[config.mk]
export PLATFORM = sky130hd
export DESIGN_NAME = dense1_result_packer
export DESIGN_NICKNAME = d
export VERILOG_FILES = /design/src/rtl/dense1_pkg.sv /design/src/rtl/nibble_word_packer.sv /design/src/rtl/dense1_result_packer.sv
export SDC_FILE = /design/constraint.sdc
export NUM_CORES = 1
export LEC_CHECK = 0
export BUFFER_PORTS_ARGS = -buffer_cell sky130_fd_sc_hd__clkbuf_2
export CAP_MARGIN = 20
export CORE_MARGIN = 5
export CORE_UTILIZATION = 51
export CTS_CLUSTER_DIAMETER = 100
export DETAILED_ROUTE_END_ITERATION = 10
export GPL_ROUTABILITY_DRIVEN = 0
export PLACE_DENSITY = 0.75
export SYNTH_ARGS = -nofsm -noshare
export SYNTH_HDL_FRONTEND = slang
export SYNTH_SLANG_ARGS = --single-unit
[constraint.sdc]
create_clock -name clk -period 1.8 [get_ports clk]
set_input_delay 0 -clock clk [delete_from_list [all_inputs] [get_ports clk]]
set_output_delay 0 -clock clk [all_outputs]
set_load 0.05 [all_outputs]
[src/rtl/dense1_pkg.sv]
// Shared constants and FSM state type for the Dense_1 result packer.
// The packer top and its nibble sub-module both import this package.
package dense1_pkg;

  localparam int NUM_ELEMS      = 128;
  localparam int ELEM_W         = 4;
  localparam int WORD_W         = 32;
  localparam int RELU6_MAX      = 6;
  localparam int ELEMS_PER_WORD = WORD_W / ELEM_W;
  localparam int NUM_WORDS      = NUM_ELEMS / ELEMS_PER_WORD;
  localparam int LANE_W         = $clog2(ELEMS_PER_WORD);

  typedef enum logic [2:0] {
    ST_IDLE,
    ST_KICK,
    ST_WAIT_UP,
    ST_GATHER,
    ST_EMIT,
    ST_FIN
  } packer_state_t;

endpackage

[src/rtl/nibble_word_packer.sv]
// Assembles ELEMS_PER_WORD activations into one word, one lane per load.
// word_o already includes the lane being loaded this cycle.
module nibble_word_packer
  import dense1_pkg::*;
(
  input  logic              clk,
  input  logic              resetn,
  input  logic              clear_i,
  input  logic              load_i,
  input  logic [LANE_W-1:0] lane_i,
  input  logic [ELEM_W-1:0] data_i,
  output logic [WORD_W-1:0] word_o,
  output logic              full_o
);

  logic [WORD_W-1:0] word_q;
  logic [WORD_W-1:0] word_d;

  always_comb begin
    // NOTE: word_d takes word_q first so every path assigns it and no latch is inferred.
    word_d = word_q;
    if (clear_i) begin
      word_d = '0;
    end else if (load_i) begin
      for (int l = 0; l < ELEMS_PER_WORD; l++) begin
        if (lane_i == LANE_W'(l)) begin
          word_d[l*ELEM_W +: ELEM_W] = data_i;
        end
      end
    end
  end

  always_ff @(posedge clk or negedge resetn) begin
    if (!resetn) begin
      word_q <= '0;
    end else begin
      word_q <= word_d;
    end
  end

  // Look-ahead output lets the caller capture a complete word on the lane-7 load.
  assign word_o = word_d;
  assign full_o = load_i && (lane_i == LANE_W'(ELEMS_PER_WORD - 1));

endmodule

[src/rtl/dense1_result_packer.sv]
// Dense_1 result packer: triggers the dense stage, sweeps its activations and
// streams them as packed words over a valid/ready interface.
module dense1_result_packer
  import dense1_pkg::*;
#(
  parameter int ADDR_W = 7
) (
  input  logic              clk,
  input  logic              resetn,
  input  logic              start,
  output logic              busy,
  output logic              done,
  output logic              range_err,
  output logic              up_start,
  input  logic              up_done,
  output logic [ADDR_W-1:0] up_read_addr,
  input  logic [ELEM_W-1:0] up_read_data,
  output logic              m_valid,
  input  logic              m_ready,
  output logic [WORD_W-1:0] m_data,
  output logic              m_last
);

  localparam int WCNT_W = $clog2(NUM_WORDS);
  localparam logic [ADDR_W-1:0] LAST_ADDR = ADDR_W'(NUM_ELEMS - 1);
  localparam logic [WCNT_W-1:0] LAST_WORD = WCNT_W'(NUM_WORDS - 1);

  packer_state_t     state_q;
  logic              busy_q;
  logic              done_q;
  logic              range_err_q;
  logic              up_start_q;
  logic              m_valid_q;
  logic              m_last_q;
  logic [ADDR_W-1:0] addr_q;
  logic [WCNT_W-1:0] word_cnt_q;
  logic [WORD_W-1:0] m_data_q;

  logic              pk_clear;
  logic              pk_load;
  logic              pk_full;
  logic [WORD_W-1:0] pk_word;
  logic              elem_over;

  assign pk_clear  = (state_q == ST_IDLE) && start;
  assign pk_load   = (state_q == ST_GATHER);
  assign elem_over = up_read_data > ELEM_W'(RELU6_MAX);

  nibble_word_packer u_packer (
    .clk     (clk),
    .resetn  (resetn),
    .clear_i (pk_clear),
    .load_i  (pk_load),
    .lane_i  (addr_q[LANE_W-1:0]),
    .data_i  (up_read_data),
    .word_o  (pk_word),
    .full_o  (pk_full)
  );

  always_ff @(posedge clk or negedge resetn) begin
    if (!resetn) begin
      state_q     <= ST_IDLE;
      busy_q      <= 1'b0;
      done_q      <= 1'b0;
      range_err_q <= 1'b0;
      up_start_q  <= 1'b0;
      m_valid_q   <= 1'b0;
      m_last_q    <= 1'b0;
      addr_q      <= '0;
      word_cnt_q  <= '0;
      m_data_q    <= '0;
    end else begin
      // NOTE: non-blocking throughout; pulse outputs default low and are raised only by their state.
      up_start_q <= 1'b0;
      done_q     <= 1'b0;
      unique case (state_q)
        ST_IDLE: begin
          if (start) begin
            state_q     <= ST_KICK;
            busy_q      <= 1'b1;
            up_start_q  <= 1'b1;
            range_err_q <= 1'b0;
            addr_q      <= '0;
            word_cnt_q  <= '0;
          end
        end
        ST_KICK: begin
          state_q <= ST_WAIT_UP;
        end
        ST_WAIT_UP: begin
          if (up_done) begin
            addr_q  <= '0;
            state_q <= ST_GATHER;
          end
        end
        ST_GATHER: begin
          // Out-of-range samples are flagged but still packed unmodified.
          if (elem_over) begin
            range_err_q <= 1'b1;
          end
          if (addr_q != LAST_ADDR) begin
            addr_q <= addr_q + ADDR_W'(1);
          end
          if (pk_full) begin
            m_data_q  <= pk_word;
            m_valid_q <= 1'b1;
            m_last_q  <= (word_cnt_q == LAST_WORD);
            state_q   <= ST_EMIT;
          end
        end
        ST_EMIT: begin
          if (m_ready) begin
            m_valid_q <= 1'b0;
            m_last_q  <= 1'b0;
            if (m_last_q) begin
              busy_q  <= 1'b0;
              done_q  <= 1'b1;
              state_q <= ST_FIN;
            end else begin
              word_cnt_q <= word_cnt_q + WCNT_W'(1);
              state_q    <= ST_GATHER;
            end
          end
        end
        ST_FIN: begin
          state_q <= ST_IDLE;
        end
        default: begin
          state_q <= ST_IDLE;
        end
      endcase
    end
  end

  assign busy         = busy_q;
  assign done         = done_q;
  assign range_err    = range_err_q;
  assign up_start     = up_start_q;
  assign up_read_addr = addr_q;
  assign m_valid      = m_valid_q;
  assign m_data       = m_data_q;
  assign m_last       = m_last_q;

endmodule

==> metrics, run 1 <==
Worst R2R Start=up_read_addr[0]; Synth Area in Simple Gates=17.38%; clk_lat worst skew=360 ps; most frequent cells in the layout=dfrtp_1 (76), clkbuf_2 (52), a21oi_1 (43), nand2_1 (37), o21ai_0 (33); leakage=2.001 nW; R2R Setup Slk=110 ps; Initial Util=52.51%; Post-Synthesis Cell Area=0.003809 sq mm; clk_skew=11.07 ps; post-synthesis register bit count=80; dpl hpwl=5796 microns; Slew Limit Fails=0; post-synth cell types=45; met3 usage=4.725%; layer with the highest usage=met2; drt wl/cell=16.51 microns; multiplexer area fraction after synthesis=4.271%; max_cap viols=0; CTS Sinks=80; Final period util=93.93%; most common cell after layout, fill and taps aside=dfrtp_1; vias in the first global route=3018; initial antenna violation count=0; Syn. warnings=0; R2R depth=5; Reg-to-Reg End=m_data[21]; clock root buffer master=clkbuf_8; GR Util met2=31.40%; routed vias/inst=5.864; area occupied by multi-input gates=0.001622 sq mm; Setup violations, final=0; Critical Path Slowest Stage Cell=dfrtp_2; I/O pin count=54; deepest clock path buffer count=2; Post-Synth XOR/XNOR Area=0%; Critical Path Source=up_read_addr[0]; pin count of the biggest net entering global routing=53; Worst Path Buf+Inv=1; top cells by area, synth=dfrtp_1 (53%), a21oi_1 (5.7%), o21ai_0 (4.3%), mux2i_1 (3.7%), nand2_1 (3.6%); crit path to=m_data[21]; Pwr Total=9.047 mW; H-tree levels=3; endpoints failing hold=0; adder-cell share of the synthesized area=2.300%; status=finished, final reports clean; crit path capture type=flip-flop; Syn Nets=401; Max VDD drop=0.0008245 V; Detailed Route Iter0 Violations=178; CTS buffer count=9; RSZ-0062 raised after global routing=no; met1 GRT Util=26.79%; Critical Path RT=2050 ps; drt total wl=8866 microns; first-pass detailed-route iteration total=5; Site Rows=31; Top delay family on crit path=flip-flops; sequential cell area=0.002007 sq mm; CP startpoint kind=flip-flop; Syn Area/Cell=9.893 sq um; Slew @ Worst Pin=607.8 ps; Fillers=611; total grt overflow=0; HP Class=input port to flip-flop; WS Path Type=flip-flop to flip-flop; largest family of logic cells by synthesized area=compound AO/OA/AOI/OAI gates; Post-route DRC=0; final hold slack=31.47 ps; Synth-to-Final Area Change=17.58%; sequential area share after synthesis=52.56%; via count=3149; area leader, netlist=dfrtp_1; die height=96.42 microns; Die W=96.42 microns; IO buf count=53; CTS tree=done; clk slew on worst S/H paths=90 ps; Total GRT Usage=19.95%; post-route antenna net violation count=0; Peak Freq=0.5915 GHz; first-pass GRT wire length=14320 microns; Setup TNS Final=0 ps; hold_sp=m_ready; antenna cells=0; CP max stage delay=470 ps; CP Depth=5; critical path peak fanout=8; Mapped Cells=385; post-synth top area share=52.56%; DP Worst Slack=57.69 ps; setup ws final=109.3 ps; core box area=0.007253 sq mm; Total Nets Final=449; die area=0.009296 sq mm; crit-path cells=buf_4, ha_1, nand2_1, mux2i_1, a21oi_1; Final min period=1691 ps; Compound-Gate Fraction of Synth Area=17.84%; Slew HR=59.48%; Cell Pwr Density=2020 mW/mm^2; Arr. time, crit path=1940 ps; fraction of layout cells with a size suffix above 1=23.97%
## cell families after synthesis
| logic type | after synthesis |
|---|---|
| and+or+nand+nor | 125 |
| AOI/OAI and AO/OA | 114 |
| DFF | 80 |
| buffers and inverters | 43 |
| muxes | 16 |
| adders and majority gates | 7 |
## worst min-delay path, stage by stage
cell      delay [ps]
clkbuf_2         130
nand2b_1         130
o22ai_1           90
## where the power goes
group | total (mW) | switching, mW | leakage (nW) | internal [mW]
clock | 1.52 | 0.723 | 0.108 | 0.797
combinational | 4.50 | 3.16 | 0.939 | 1.35
sequential | 3.03 | 0.501 | 0.954 | 2.52
total | 9.05 | 4.38 | 2.00 | 4.67
## sequential cells by signal, indices dropped and copies added, names as in the netlist
signal / flops
u_packer.word_q: 28
word_cnt_q: 4
up_start: 1
done: 1
range_err: 1
state_q: 3
m_last: 1
m_data: 32
up_read_addr: 7
busy: 1
m_valid: 1
## synth_stat cells, drive strengths merged
master,number
and4,1
o221ai,2
a211oi,5
ha,7
inv,10
a32o,1
and3,3
nand4b,2
clkbuf,9
a31o,2
o22ai,1
or2,1
nor4b,2
nand4,15
mux2i,14
buf,24
nand2,37
a21oi,44
a31oi,17
or3b,1
a41oi,1
and2,1
and4b,1
o21ai,33
nor2b,3
a41o,1
nand3b,5
nand2b,4
o31ai,2
mux2,2
nor2,29
a2bb2oi,1
a21o,2
and3b,7
a311oi,1
nand3,13
dfrtp,80
a22oi,1
## area by class of cell
type	instances	area share, %
inverter	10	0.8382
clock inverter	7	2.319
timing repair buffer	70	10.28
multi-input combinational	262	36.21
sequential	80	44.82
clock buffer	9	2.766
tap	99	2.766
## metal layers
layer	vias to the layer above	wire length (microns)	part of all wire, %
met5	-	0	0
met4	0	146	1.6
met3	13	625	7.0
met2	108	4239	48
met1	1554	3854	43
li1	1474	-	-
## how the worst min path moves through the flow
stage          depth (start not counted)             endpoint
2_1_floorplan                          0                 busy
3_3_place_gp                           1  u_packer.word_q[16]
3_5_place_dp                           1  u_packer.word_q[16]
4_1_cts                                3           state_q[1]
5_1_grt                                3           m_data[28]
6_report                               3           state_q[1]
## per-stage QoR
stage                     instances  util (%)  instance area, sq um
after detailed placement        513     57.10                  4141
after global routing            537     61.74                  4478
after global placement          513     57.10                  4141
final                           537     61.74                  4478
after CTS                       531     60.51                  4389
after floorplan                 385         -                  3825
## what timing repair did
| action | in CTS | in global routing |
|---|---|---|
| setup endpoints to repair | 0 | 35 |
| gates resized for setup | 0 | 4 |
| hold buffers | 2 | 0 |
| hold endpoints to repair | 47 | 0 |
| setup buffers | 0 | 4 |
Power figures use the tool's default switching activity.
==> run 2, diff against run 1 <==
- clock period: 1.8 -> 1.53 ns (I/O delays scaled with it)
==> run 2 against run 1 <==
The flow now finishes with violations (negative setup slack); clock power up 9%; final cell count rose by 5.0%; die area unchanged; global-route usage down 0.69 points; utilization grew 4.6 points; wire length increased by 7.1%; largest cell class unchanged.
==> metrics, run 2 (synthesized netlist as in run 1, its figures left out) <==
HP Class=input port to flip-flop; Peak Freq=0.6166 GHz; WHS Path Cells=3; die area=0.009296 sq mm; WS Path Type=flip-flop to flip-flop; drt wl/cell=16.83 microns; Finished Cell Area=0.004810 sq mm; CTS tree=done; setup ws final=-91.84 ps; Slew Limit Fails=0; pin count of the biggest net entering global routing=55; initial antenna violation count=0; Final period util=106.0%; DP Area=0.004337 sq mm; status=finished, violations left; Fillers=564; clk_lat worst skew=360 ps; Initial Util=52.51%; max_cap viols=0; Slew @ Worst Pin=462.9 ps; Critical Path RT=1800 ps; most frequent cells in the layout=dfrtp_1 (75), clkbuf_2 (52), a21oi_1 (42), nand2_1 (37), buf_4 (34); non-filler cells, final=564; post-route antenna net violation count=0; Detailed Route Iter0 Violations=182; first-pass detailed-route iteration total=5; max reg flops=32; Site Rows=31; endpoints failing hold=0; total grt overflow=0; Total Nets Final=476; failing checks=negative setup slack; first-pass GRT wire length=13860 microns; vias in the first global route=3013; worst hold endpoint=busy; fraction of layout cells with a size suffix above 1=31.83%; H-tree levels=3; post-layout util=66.31%; Arr. time, crit path=1890 ps; Total GRT Usage=19.25%; Pwr Total=11.29 mW; Cell Pwr Density=2347 mW/mm^2; CP startpoint kind=flip-flop; I/O pin count=54; crit path capture type=flip-flop; clock root buffer master=clkbuf_8; Final min period=1622 ps; Post-route DRC=0; via count=3279; critical path peak fanout=7; Synth-to-Final Area Change=26.28%; RSZ-0062 raised after global routing=yes; CP max stage delay=420 ps; drt total wl=9494 microns; Slew HR=68.94%; most frequent CP cell=ha_4; antenna cells=0; routed vias/inst=5.814; R2R Setup Slk=-90 ps; Worst Path Buf+Inv=1; Critical Path Slowest Stage Cell=dfrtp_2; clk_skew=18.31 ps; hold_sp=start; leakage=2.151 nW; Setup violations, final=22; CTS Sinks=80; most common cell after layout, fill and taps aside=dfrtp_1; Worst R2R Start=up_read_addr[0]; R2R depth=6; dpl hpwl=5918 microns; deepest clock path buffer count=2; IO buf count=53; Top delay family on crit path=flip-flops; Die W=96.42 microns; core box area=0.007253 sq mm; clk slew on worst S/H paths=90 ps; crit-path cells=ha_4, ha_4, and4b_4, clkbuf_16, nor2_1, a31oi_1; die height=96.42 microns; Reg-to-Reg End=m_data[27]; DP Worst Slack=-43.54 ps; placed insts=532; Max VDD drop=0.001001 V; CTS buffer count=9
[run 2: changes by cell type in the layout (fill, tap and decap cells not counted), moves of 3 or more]
cell / delta
o21ai_0: -15
buf_12: +3
o21ai_1: +14
nor2_1: -7
nor2_2: +6
buf_4: +22
[run 2: report_power, final]
| part | internal [mW] | switching (mW) |
|---|---|---|
| sequential | 2.98 | 0.563 |
| combinational | 2.11 | 3.99 |
| clock | 0.851 | 0.802 |
| total | 5.94 | 5.35 |
[run 2: final cells by class]
cell class | count | area [sq um] | share of cell area [%]
Inverter | 10 | 37.54 | 0.7804
Sequential cell | 80 | 2011 | 41.81
Clock inverter | 5 | 62.56 | 1.301
Clock buffer | 11 | 151.4 | 3.148
Multi-Input combinational cell | 262 | 1700 | 35.35
Timing Repair Buffer | 97 | 723.2 | 15.04
Tap cell | 99 | 123.9 | 2.575
[run 2: how the worst max path moves through the flow]
stage / startpoint / end / slack [ps] / cells after the start
6_report: up_read_addr[0] / m_data[27] / -90 / 6
2_1_floorplan: up_read_addr[1] / m_last / -80 / 6
4_1_cts: up_read_addr[1] / m_data[24] / -30 / 6
3_5_place_dp: up_read_addr[0] / m_data[18] / -40 / 5
3_3_place_gp: up_read_addr[0] / m_data[2] / -3 / 5
5_1_grt: up_read_addr[0] / m_data[27] / -140 / 6
[run 2: through the flow]
stage | setup TNS (ps) | hold WS (ps)
2_1_floorplan | -1834 | -295.6
3_3_place_gp | -2.786 | -26.81
3_5_place_dp | -302.2 | -22.79
4_1_cts | -97.67 | 5.352
5_1_grt | -2109 | 46.06
6_report | -571.3 | 16.07
[run 2: timing repair]
item,CTS,global route
gates cloned,0,5
gates resized for setup,5,33
pin swaps,1,5
endpoints found under the setup margin,26,64
hold endpoints to repair,62,0
hold buffers,1,0
buffers inserted,1,9
[run 2: worst min-delay path, stage by stage]
cell	delay (ps)
clkbuf_2	130
a21oi_1	140
a21oi_1	50
[run 2: per-layer routing]
layer	share of wire [%]	GRT usage (%)
met1	44	25.10
met2	49	31.51
met3	6.2	4.880
met4	1.5	6.308
met5	0	0
